**src/rtl/max_stream_extract.sv**
```systemverilog
// Streams a captured vector out in descending order using the
// max-mask returned by an external light_core.
package sort_pkg;
    localparam int M = 4;
    localparam int N = 4;
endpackage

module max_stream_extract
    import sort_pkg::*;
(
    input  logic                 i_clk,
    input  logic                 i_rst,
    max_stream_extract_if.slave  bus
);
    localparam int IW = (M > 1) ? $clog2(M) : 1;
    localparam int RW = $clog2(M + 1);

    typedef enum logic [1:0] {IDLE, SEL, EMIT} state_t;

    state_t              state_q;
    logic [M-1:0][N-1:0] work_q;
    logic [M-1:0]        alive_q;
    logic [RW-1:0]       remain_q;
    logic                ready_q;
    logic                valid_q;
    logic [N-1:0]        data_q;
    logic [IW-1:0]       index_q;
    logic                last_q;

    logic [M-1:0]        cand;
    logic [IW-1:0]       pick;

    always_comb begin
        for (int q = 0; q < M; q++) begin
            bus.o_core_chi[q] = alive_q[q] ? work_q[q] : '0;
        end
    end

    assign cand = bus.i_core_h0 & alive_q;

    // Lowest candidate wins so equal words leave in index order.
    always_comb begin
        pick = '0;
        for (int q = M - 1; q >= 0; q--) begin
            if (cand[q]) pick = IW'(q);
        end
    end

    always_ff @(posedge i_clk) begin
        if (i_rst) begin
            state_q  <= IDLE;
            alive_q  <= '0;
            remain_q <= '0;
            ready_q  <= 1'b1;
            valid_q  <= 1'b0;
            data_q   <= '0;
            index_q  <= '0;
            last_q   <= 1'b0;
        end else begin
            unique case (state_q)
                IDLE: begin
                    if (bus.i_valid) begin
                        work_q   <= bus.i_data;
                        alive_q  <= '1;
                        remain_q <= RW'(M);
                        ready_q  <= 1'b0;
                        state_q  <= SEL;
                    end
                end
                SEL: begin
                    data_q  <= work_q[pick];
                    index_q <= pick;
                    last_q  <= (remain_q == RW'(1));
                    valid_q <= 1'b1;
                    state_q <= EMIT;
                end
                EMIT: begin
                    if (bus.i_ready) begin
                        alive_q[index_q] <= 1'b0;
                        remain_q         <= remain_q - RW'(1);
                        valid_q          <= 1'b0;
                        if (last_q) begin
                            ready_q <= 1'b1;
                            state_q <= IDLE;
                        end else begin
                            state_q <= SEL;
                        end
                    end
                end
                default: state_q <= IDLE;
            endcase
        end
    end

    assign bus.o_ready = ready_q;
    assign bus.o_valid = valid_q;
    assign bus.o_data  = data_q;
    assign bus.o_index = index_q;
    assign bus.o_last  = last_q;

    // An empty candidate set means the core disagrees with alive_q.
    a_cand_nonempty: assert property (
        @(posedge i_clk) disable iff (i_rst)
        (state_q == SEL) |-> (cand != '0)
    ) else $fatal(1, "FAIL cand_empty in SEL");
endmodule
```
**src/rtl/max_stream_extract_if.sv**
```systemverilog
// Bundle of the vector input stream, the light_core side-channel
// and the sorted output stream of max_stream_extract.
interface max_stream_extract_if #(
    parameter int M = 4,
    parameter int N = 4
);
    localparam int IW = (M > 1) ? $clog2(M) : 1;

    logic                the_unused_guard;
    logic                i_valid;
    logic                o_ready;
    logic [M-1:0][N-1:0] i_data;
    logic [M-1:0][N-1:0] o_core_chi;
    logic [M-1:0]        i_core_h0;
    logic                o_valid;
    logic                i_ready;
    logic [N-1:0]        o_data;
    logic [IW-1:0]       o_index;
    logic                o_last;

    assign the_unused_guard = 1'b0;

    modport master (
        output i_valid, i_data, i_core_h0, i_ready,
        input  o_ready, o_core_chi, o_valid, o_data, o_index, o_last
    );

    modport slave (
        input  i_valid, i_data, i_core_h0, i_ready,
        output o_ready, o_core_chi, o_valid, o_data, o_index, o_last
    );
endinterface

```
**src/flat_wrapper.sv**
```systemverilog
// flat-port wrapper written by rule: the top's interface ports become plain ports
module max_stream_extract_flat import sort_pkg::*;
  (i_clk, i_rst, bus_i_valid, bus_i_data, bus_i_core_h0, bus_i_ready, bus_o_ready, bus_o_core_chi, bus_o_valid, bus_o_data, bus_o_index, bus_o_last);
  max_stream_extract_if bus_i ();
  input  logic i_clk;
  input  logic i_rst;
  input wire logic [$bits(bus_i.i_valid)-1:0] bus_i_valid;
  input wire logic [$bits(bus_i.i_data)-1:0] bus_i_data;
  input wire logic [$bits(bus_i.i_core_h0)-1:0] bus_i_core_h0;
  input wire logic [$bits(bus_i.i_ready)-1:0] bus_i_ready;
  output wire logic [$bits(bus_i.o_ready)-1:0] bus_o_ready;
  output wire logic [$bits(bus_i.o_core_chi)-1:0] bus_o_core_chi;
  output wire logic [$bits(bus_i.o_valid)-1:0] bus_o_valid;
  output wire logic [$bits(bus_i.o_data)-1:0] bus_o_data;
  output wire logic [$bits(bus_i.o_index)-1:0] bus_o_index;
  output wire logic [$bits(bus_i.o_last)-1:0] bus_o_last;
  assign bus_i.i_valid = bus_i_valid;
  assign bus_i.i_data = bus_i_data;
  assign bus_i.i_core_h0 = bus_i_core_h0;
  assign bus_i.i_ready = bus_i_ready;
  assign bus_o_ready = bus_i.o_ready;
  assign bus_o_core_chi = bus_i.o_core_chi;
  assign bus_o_valid = bus_i.o_valid;
  assign bus_o_data = bus_i.o_data;
  assign bus_o_index = bus_i.o_index;
  assign bus_o_last = bus_i.o_last;
  max_stream_extract u_core (.i_clk(i_clk), .i_rst(i_rst), .bus(bus_i));
endmodule
```
**config.mk**
```make
export PLATFORM = sky130hd
export DESIGN_NAME = max_stream_extract_flat
export DESIGN_NICKNAME = d
export VERILOG_FILES = /design/src/rtl/max_stream_extract.sv /design/src/rtl/max_stream_extract_if.sv /design/src/flat_wrapper.sv
export SDC_FILE = /design/constraint.sdc
export NUM_CORES = 1
export LEC_CHECK = 0
export ABC_AREA = 1
export CORE_ASPECT_RATIO = 1.5
export CORE_MARGIN = 5
export CORE_UTILIZATION = 41
export DETAILED_ROUTE_END_ITERATION = 8
export HOLD_SLACK_MARGIN = 0.05
export PLACE_DENSITY = 0.72
export SYNTH_ARGS = -nofsm -noshare
export SYNTH_HDL_FRONTEND = slang
export SYNTH_SLANG_ARGS = --single-unit
```
**constraint.sdc**
```tcl
create_clock -name i_clk -period 1.7 [get_ports i_clk]
set_input_delay 0.34 -clock i_clk [delete_from_list [all_inputs] [get_ports i_clk]]
set_output_delay 0.34 -clock i_clk [all_outputs]
set_load 0.05 [all_outputs]
```
### Yosys cells after proc, flatten, opt, wreduce, memory -nomap -nowiden

Cells that the tools add are included.

* register bits after elaboration: 34
* input bits: 24

* $add $sub $neg: 1
* magnitude comparators: 3
* equal/unequal tests: 6
* multiplexer cells: 28
* bitwise gates (word level): 4
* reductions and logical operators: 9

Operators with widths (number)
* 4-bit 2-to-1 mux: 7
* 2-bit 2-to-1 mux: 6
* 4-bit bitwise AND: 2
* 4-bit binary-select mux with 2-bit select: 1
* 4-bit one-hot mux with 2 select lines: 1
* 2-bit by 3-bit < comparator with 1-bit output, second input constant: 2
* 1-bit 2-to-1 mux: 6
* 3-bit 2-to-1 mux: 2
* 2-bit one-hot mux with 3 select lines: 1
* 3-bit one-hot mux with 2 select lines: 1
* 3-bit AND reduction: 2
* 2-bit != test, second input constant: 2
* 4-bit NOT: 1
* 1-bit one-hot mux with 2 select lines: 2
* 2-bit AND reduction: 2
* 4-bit AND reduction: 1
* 2-bit nonzero test: 2
* 3-bit by 1-bit equality test with 1-bit output, second input constant: 1
* 3-bit by 1-bit subtractor with 3-bit output, second input constant: 1
* 1-bit demux with 2-bit select: 1
* 2-bit by 1-bit equality test with 1-bit output, second input constant: 1
* 2-bit equality test, second input constant: 1
* 2-bit by 1-bit greater-or-equal comparator with 1-bit output, second input constant: 1
* 2-bit zero test: 1
* other kinds (3): 3

### Depth between registers and ports, before layout

Gate-level depths: netlist (run 1).

* depth after elaboration: 8
* mapped depth: 10
* gate-level depth less buffers: 10

### Least setup slack after synthesis (run 1)

No wires, ideal clock.

* path type: register to register
* from: register u_core.state_q[0]
* to: register u_core.work_q[0] in the netlist's numbering, enable pin
* library setup time: 391 ps
* arrival time: 1255 ps
* required time: 1309 ps
* setup slack: 54 ps
* stages on the path, launching flop included: 4
* buffers on the path: 0
* clock period less this slack: 1646 ps
* cell sequence: dfxtp_1 nor2_1 nand2_1 nor2_1

* word-level cells in the longest chain between the ends: 2

Ends and longest elaborated chain
* start, declared: line max_stream_extract.sv:20 `state_t state_q;`
* start signal, assigned: line max_stream_extract.sv:51 `state_q <= IDLE;`
* start signal, assigned: line max_stream_extract.sv:67 `state_q <= SEL;`
* start signal, assigned: line max_stream_extract.sv:75 `state_q <= EMIT;`
* 2-bit zero test: line max_stream_extract.sv:60 `unique case (state_q)`
* 3-bit AND reduction (no line)
* end signal, assigned: line max_stream_extract.sv:63 `work_q <= bus.i_data;`
* end, declared: line max_stream_extract.sv:21 `logic [M-1:0][N-1:0] work_q;`

Every way passes these cells.
A chain may end at the register's enable or synchronous reset.

### Worst setup path in the final report (run 1)

* from: register u_core.alive_q[1]
* to: output bus_o_core_chi[4]

* word-level cells in the longest chain between the ends: 1

Ends and longest elaborated chain
* start, declared: line max_stream_extract.sv:22 `logic [M-1:0] alive_q;`
* start signal, assigned: line max_stream_extract.sv:52 `alive_q <= '0;`
* start signal, assigned: line max_stream_extract.sv:64 `alive_q <= '1;`
* start signal, assigned by index: line max_stream_extract.sv:79 `alive_q[index_q] <= 1'b0;`
* 4-bit 2-to-1 mux: line max_stream_extract.sv:35 `bus.o_core_chi[q] = alive_q[q] ? work_q[q] : '0;`
* end, declared: line flat_wrapper.sv:12 `output wire logic [$bits(bus_i.o_core_chi)-1:0] bus_o_core_chi;`

Every way passes these cells.

==> results of run 1 <==
[worst max-delay path by stage]
stage,to,slack [ps],cells after the start
CTS,bus_o_core_chi[4],190,3
global placement,u_core.bus.o_data[1],50,8
global route,bus_o_core_chi[2],120,3
floorplan,u_core.work_q[0],50,3
finish,bus_o_core_chi[4],220,3
detailed placement,u_core.bus.o_data[3],40,8
[per-stage QoR]
stage	instance area [um^2]	setup WS [ps]	hold WS, ps	instances
after floorplan	1529	53.94	434.7	176
after global placement	2225	48.89	453.8	268
after detailed placement	2225	37.15	456.7	268
after CTS	2306	191.6	470.0	276
after global routing	2306	120.3	487.9	276
final	2306	217.8	467.9	276
[worst max-delay path, delay by kind of cell (launching register included)]
family | cells | cell delay [ps]
flip-flops | 1 | 510
buffers and inverters | 2 | 250
AND/OR/NAND/NOR | 1 | 100
[cell type report]
class	count	area, um^2	share of cell area (%)
clock inverter	2	8.758	0.3798
multi-input combinational	107	556.8	24.15
sequential	34	840.8	36.46
inverter	34	127.6	5.534
tap	43	53.80	2.333
clock buffer	6	72.57	3.147
timing repair buffer	50	645.6	28.00
[power by group]
| group | internal (uW) | switching, uW |
|---|---|---|
| logic | 247 | 347 |
| clock network | 281 | 265 |
| registers | 922 | 56.6 |
[registers in the layout, indices dropped and copies added (netlist names)]
signal,cells
u_core.work_q,16
u_core.alive_q,4
u_core.bus.o_data,4
u_core.remain_q,3
u_core.bus.o_index,2
u_core.state_q,2
u_core.bus.o_last,1
u_core.bus.o_ready,1
u_core.bus.o_valid,1
[cells in the final DEF, fill, tap and decap left out]
cell,Yosys,layout
nand2_1,46,46
inv_1,31,31
clkdlybuf4s50_1,0,23
dfxtp_1,18,18
buf_12,0,17
nand3_1,16,16
edfxtp_1,16,16
nor2_1,13,13
buf_4,0,10
a21oi_1,9,9
clkbuf_8,0,5
a211oi_1,4,4
nand2_4,4,4
o311ai_0,4,4
inv_2,2,2
nand2_2,2,2
clkinv_1,1,2
ha_1,2,2
nor2_4,1,1
nor2_2,1,1
a21oi_4,1,1
xor2_1,1,1
o21ai_0,1,1
nand3_2,1,1
nor3_1,1,1
clkinv_2,0,1
clkbuf_1,1,1
[cell families (layout without fill, tap and decap cells)]
family,after synthesis,after routing,share of synthesized area [%]
and+or+nand+nor,85,85,25.61
buffers and inverters,35,92,8.592
DFF,34,34,54.99
AOI/OAI and AO/OA,19,19,8.592
adders and majority gates,2,2,1.636
xor gates and xnor gates,1,1,0.5729
[layer usage]
metal	global-route usage, %	vias to the layer above	share of wire [%]
met2	27.76	45	54
met5	0	-	0
met1	18.14	610	37
li1	-	678	-
met4	8.468	0	3.0
met3	3.692	10	5.4
==> load_flow_metrics.sql, run 1 <==
INSERT INTO impl_metrics (metric_group, metric, value, unit) VALUES
('yosys', 'syn_avg_cell_area', '8.687', 'um^2'),
('outcome', 'status', 'finished, final reports clean', ''),
('clocking', 'post_cts_resize_count', '0', ''),
('yosys', 'synthArstFlopShare', '0', '%'),
('worst_setup_path', 'reg2reg_from', 'u_core.alive_q[0]', ''),
('clocking', 'cts-hold-fix-buffers', '0', ''),
('worst_setup_path', 'slowest_stage_cell_crit_path', 'dfxtp_1', ''),
('yosys', 'synth_most_common_cell', 'nand2_1', ''),
('worst_setup_path', 'crit_path_end_kind', 'output port', ''),
('yosys', 'yosys-top-cells-area', 'edfxtp_1 31%, dfxtp_1 24%, nand2_1 11%', ''),
('final_layout', 'layout-drive-gt1-share', '19.31', '%'),
('yosys', 'synth-warning-count', '0', ''),
('worst_setup_path', 'critical_path_required', '1360', 'ps'),
('placed_design', 'dp_wirelength', '2956', 'um'),
('yosys', 'netlist-cell-type-count', '22', ''),
('worst_setup_path', 'r2r_setup_slack', '310', 'ps'),
('hold_path', 'hold_end', 'u_core.state_q[0]', ''),
('final_layout', 'area_growth_syn_to_layout', '50.82', '%'),
('worst_setup_path', 'critPathLaunchType', 'register', ''),
('grt', 'grt_max_degree', '19', ''),
('sta', 'final_hold_viol_count', '0', ''),
('yosys', 'synthesis.instances', '176', ''),
('route', 'drc', '0', ''),
('clocking', 'cts.sink_count', '34', ''),
('grt', 'antenna_found_initial', '0', ''),
('clocking', 'h_tree_depth', '2', ''),
('route', 'vias_per_cell', '4.866', ''),
('final_layout', 'num_antenna_cells', '0', ''),
('yosys', 'synth_top_area_share', '31.42', '%'),
('sta', 'slew_margin_rel', '78.28', '%'),
('grt', 'globalRouteTotalUtil', '16.30', '%'),
('grt', 'global_route.overflow_total', '0', ''),
('worst_setup_path', 'criticalPathCategory', 'reg -> out', ''),
('sta', 'layout_min_cycle_time', '1482', 'ps'),
('worst_setup_path', 'cp_slowest_stage_delay', '510', 'ps'),
('worst_setup_path', 'arrival', '1140', 'ps'),
('floorplan', 'die_x', '59.86', 'um'),
('clocking', 'cts-buffers-inserted', '5', ''),
('grt', 'via_count_of_the_first_global_routing_pass', '1307', ''),
('hold_path', 'holdPathStages', '1', ''),
('sta', 'min_period_over_period', '87.19', '%'),
('sta', 'finClkSkew', '9.044', 'ps'),
('floorplan', 'fp-row-count', '27', ''),
('placed_design', 'io_buffers', '48', ''),
('floorplan', 'dieHeight', '84.79', 'um'),
('yosys', 'synth_seq_cells', '34', ''),
('sta', 'worst_slew_pin_slew', '325.4', 'ps'),
('floorplan', 'ioPinCount', '49', ''),
('worst_setup_path', 'path_cells', 'nand2_1 -> inv_1 -> buf_12', ''),
('yosys', 'synth.top_cells.by_count', '46 x nand2_1, 31 x inv_1, 18 x dfxtp_1, 16 x edfxtp_1, 16 x nand3_1', ''),
('sta', 'highest_achievable_clock_rate', '674.7', 'MHz'),
('route', 'wl', '3747', 'um'),
('placed_design', 'gp_congestion', '0.8677', ''),
('floorplan', 'starting_density_of_the_core', '41.91', '%'),
('route', 'routed_wire_length_per_instance', '13.58', 'um'),
('yosys', 'synth-main-ff-cell', 'dfxtp_1', ''),
('sta', 'setup_tns', '0', 'ps'),
('clocking', 'tritoncts_clock_tree', 'done', ''),
('clocking', 'cts-root-buf', 'clkbuf_8', ''),
('clocking', 'clk_transition_reported_paths', '60', 'ps'),
('worst_setup_path', 'regToRegEndpoint', 'u_core.bus.o_data[3]', ''),
('yosys', 'synth-edff-count', '16', ''),
('hold_path', 'hold_start', 'u_core.state_q[1]', ''),
('route', 'first_pass_detailed_route_iteration_total', '4', ''),
('power', 'power_density', '918.7', 'mW/mm^2'),
('power', 'power.static_leakage', '0.001064', 'uW'),
('sta', 'setup_viol', '0', ''),
('floorplan', 'core-area', '0.003649', 'mm^2'),
('route', 'ant_nets', '0', ''),
('sta', 'rsz0062_at_grt', 'false', ''),
('yosys', 'synth_area', '0.001529', 'mm^2');
Power figures use the tool's default switching activity.
==> run 2: changes to the inputs <==
- CORE_MARGIN: 5 -> 1
- CTS_CLUSTER_SIZE: default -> 12
==> load_flow_metrics.sql, run 2 (synthesis gave the netlist of run 1 again) <==
INSERT INTO impl_metrics (metric_group, metric, value, unit) VALUES
('outcome', 'status', 'finished, final reports clean', ''),
('sta', 'setup_viol', '0', ''),
('grt', 'global_route.overflow_total', '0', ''),
('power', 'irDropWorstVdd', '776.6', 'uV'),
('floorplan', 'ioPinCount', '49', ''),
('sta', 'worst_slew_pin_slew', '345.6', 'ps'),
('clocking', 'h_tree_depth', '2', ''),
('route', 'ant_nets', '0', ''),
('worst_setup_path', 'cp_max_fo', '6', ''),
('hold_path', 'hp-class', 'reg -> reg', ''),
('placed_design', 'placement.cell_area', '0.002231', 'mm^2'),
('final_layout', 'layout_common_cells', '46 x nand2_1, 31 x inv_1, 23 x clkdlybuf4s50_1, 18 x dfxtp_1, 17 x buf_12', ''),
('clocking', 'cts-hold-fix-buffers', '0', ''),
('route', 'drt_first_iter_violations', '35', ''),
('clocking', 'cts.sink_count', '34', ''),
('final_layout', 'layout-drive-gt1-share', '20.09', '%'),
('floorplan', 'starting_density_of_the_core', '43.93', '%'),
('final_layout', 'area_growth_syn_to_layout', '51.88', '%'),
('power', 'power.static_leakage', '0.001075', 'uW'),
('sta', 'slew_margin_rel', '76.93', '%'),
('sta', 'min_period_over_period', '88.12', '%'),
('sta', 'setup_tns', '0', 'ps'),
('route', 'routed_wire_length_per_instance', '12.41', 'um'),
('final_layout', 'num-fill-cells', '276', ''),
('clocking', 'tritoncts_clock_tree', 'done', ''),
('floorplan', 'floorplan.die_area', '0.003982', 'mm^2'),
('route', 'vias_per_cell', '4.841', ''),
('sta', 'finClkSkew', '8.267', 'ps'),
('final_layout', 'post_layout_net_count', '259', ''),
('worst_setup_path', 'slowest_stage_cell_crit_path', 'dfxtp_1', ''),
('power', 'power_density', '936.3', 'mW/mm^2'),
('sta', 'rsz0062_at_grt', 'false', ''),
('sta', 'final-max-slew-violation-count', '0', ''),
('job', 'timing.max_cap.violations', '0', ''),
('clocking', 'cts-buffers-inserted', '5', ''),
('grt', 'antenna_found_initial', '0', ''),
('floorplan', 'die_x', '51.86', 'um'),
('clocking', 'postCtsSetupBuffers', '0', ''),
('worst_setup_path', 'critPathLaunchType', 'register', ''),
('final_layout', 'num_antenna_cells', '0', ''),
('sta', 'highest_achievable_clock_rate', '667.5', 'MHz'),
('route', 'first_pass_detailed_route_iteration_total', '4', ''),
('clocking', 'cts-root-buf', 'clkbuf_8', ''),
('placed_design', 'dp_wirelength', '2624', 'um'),
('worst_setup_path', 'path_cells', 'nand2_1 -> inv_1 -> buf_12', ''),
('route', 'drc', '0', ''),
('grt', 'grt_max_degree', '19', ''),
('final_layout', 'largest_register', 'u_core.work_q', ''),
('worst_setup_path', 'criticalPathCategory', 'reg -> out', ''),
('floorplan', 'core-area', '0.003481', 'mm^2'),
('final_layout', 'largest_register_ffs', '16', ''),
('final_layout', 'post-route-cell-area', '0.002322', 'mm^2'),
('worst_setup_path', 'critical_path_required', '1360', 'ps'),
('final_layout', 'layout.cells.most_common', 'nand2_1', ''),
('grt', 'via_count_of_the_first_global_routing_pass', '1226', ''),
('worst_setup_path', 'crit_path_end_kind', 'output port', ''),
('route', 'vias', '1336', ''),
('clocking', 'post_cts_resize_count', '0', ''),
('clocking', 'worst_skew_pair.late_latency', '290', 'ps'),
('placed_design', 'io_buffers', '48', ''),
('clocking', 'clk_transition_reported_paths', '70', 'ps'),
('placed_design', 'gp_congestion', '0.8421', ''),
('sta', 'layout_min_cycle_time', '1498', 'ps'),
('floorplan', 'dieHeight', '76.79', 'um'),
('final_layout', 'regArea', '840.8', 'um^2'),
('floorplan', 'fp-row-count', '26', ''),
('worst_setup_path', 'cp_slowest_stage_delay', '520', 'ps'),
('clocking', 'max-clock-path-buffers', '2', ''),
('final_layout', 'multiInputGateArea', '556.8', 'um^2'),
('grt', 'grt_pass1_wl', '5671', 'um'),
('sta', 'final_hold_viol_count', '0', ''),
('grt', 'globalRouteTotalUtil', '19.49', '%'),
('route', 'wl', '3424', 'um'),
('worst_setup_path', 'arrival', '1160', 'ps');
## run 2: layout make-up
cell class                      instances  area share (%)
Multi-Input combinational cell        107           23.98
Timing Repair Buffer                   51           28.12
Tap cell                               42           2.263
Clock buffer                            7           3.718
Inverter                               34           5.496
Sequential cell                        34           36.21
Clock inverter                          1          0.2155
## run 2: routing by layer
layer,vias up,GRT usage (%),wire (um)
li1,679,-,-
met2,33,30.64,1745
met5,-,0,0
met3,8,4.563,131
met1,616,24.56,1482
met4,0,8.919,64
## run 2: report_power, final
group | switching (uW) | internal (uW) | leakage, uW | total, uW
registers | 52.7 | 921 | 0.000297 | 974
logic | 349 | 251 | 0.000729 | 600
clock network | 274 | 326 | 0.0000482 | 600
## run 2: critical path: cells and delay by family (launching register included)
kind | cells | cell delay (ps)
buf+inv | 2 | 270
flops | 1 | 520
simple gates | 1 | 80
## run 2: metrics by stage
step                      power (uW)  hold WS (ps)  worst slack [ps]  util [%]  cells
after floorplan                 1314         434.7             53.94         -    176
after global placement          1585         456.7             58.50     64.09    268
after detailed placement        1594         459.8             15.42     64.09    268
after CTS                       2195         470.7             188.0     66.71    276
after global routing            2285         490.0             129.5     66.71    276
final                           2174         465.1             202.0     66.71    276
## run 2: path summary, 6_finish.rpt
check,slack [ps],cells after the start,startpoint,end
worst max-delay path,200,3,u_core.alive_q[1],bus_o_core_chi[7]
worst min-delay path,470,2,u_core.bus.o_valid,u_core.bus.o_valid
worst max register to register,330,7,u_core.alive_q[0],u_core.bus.o_data[2]
worst min register to register,470,2,u_core.bus.o_valid,u_core.bus.o_valid
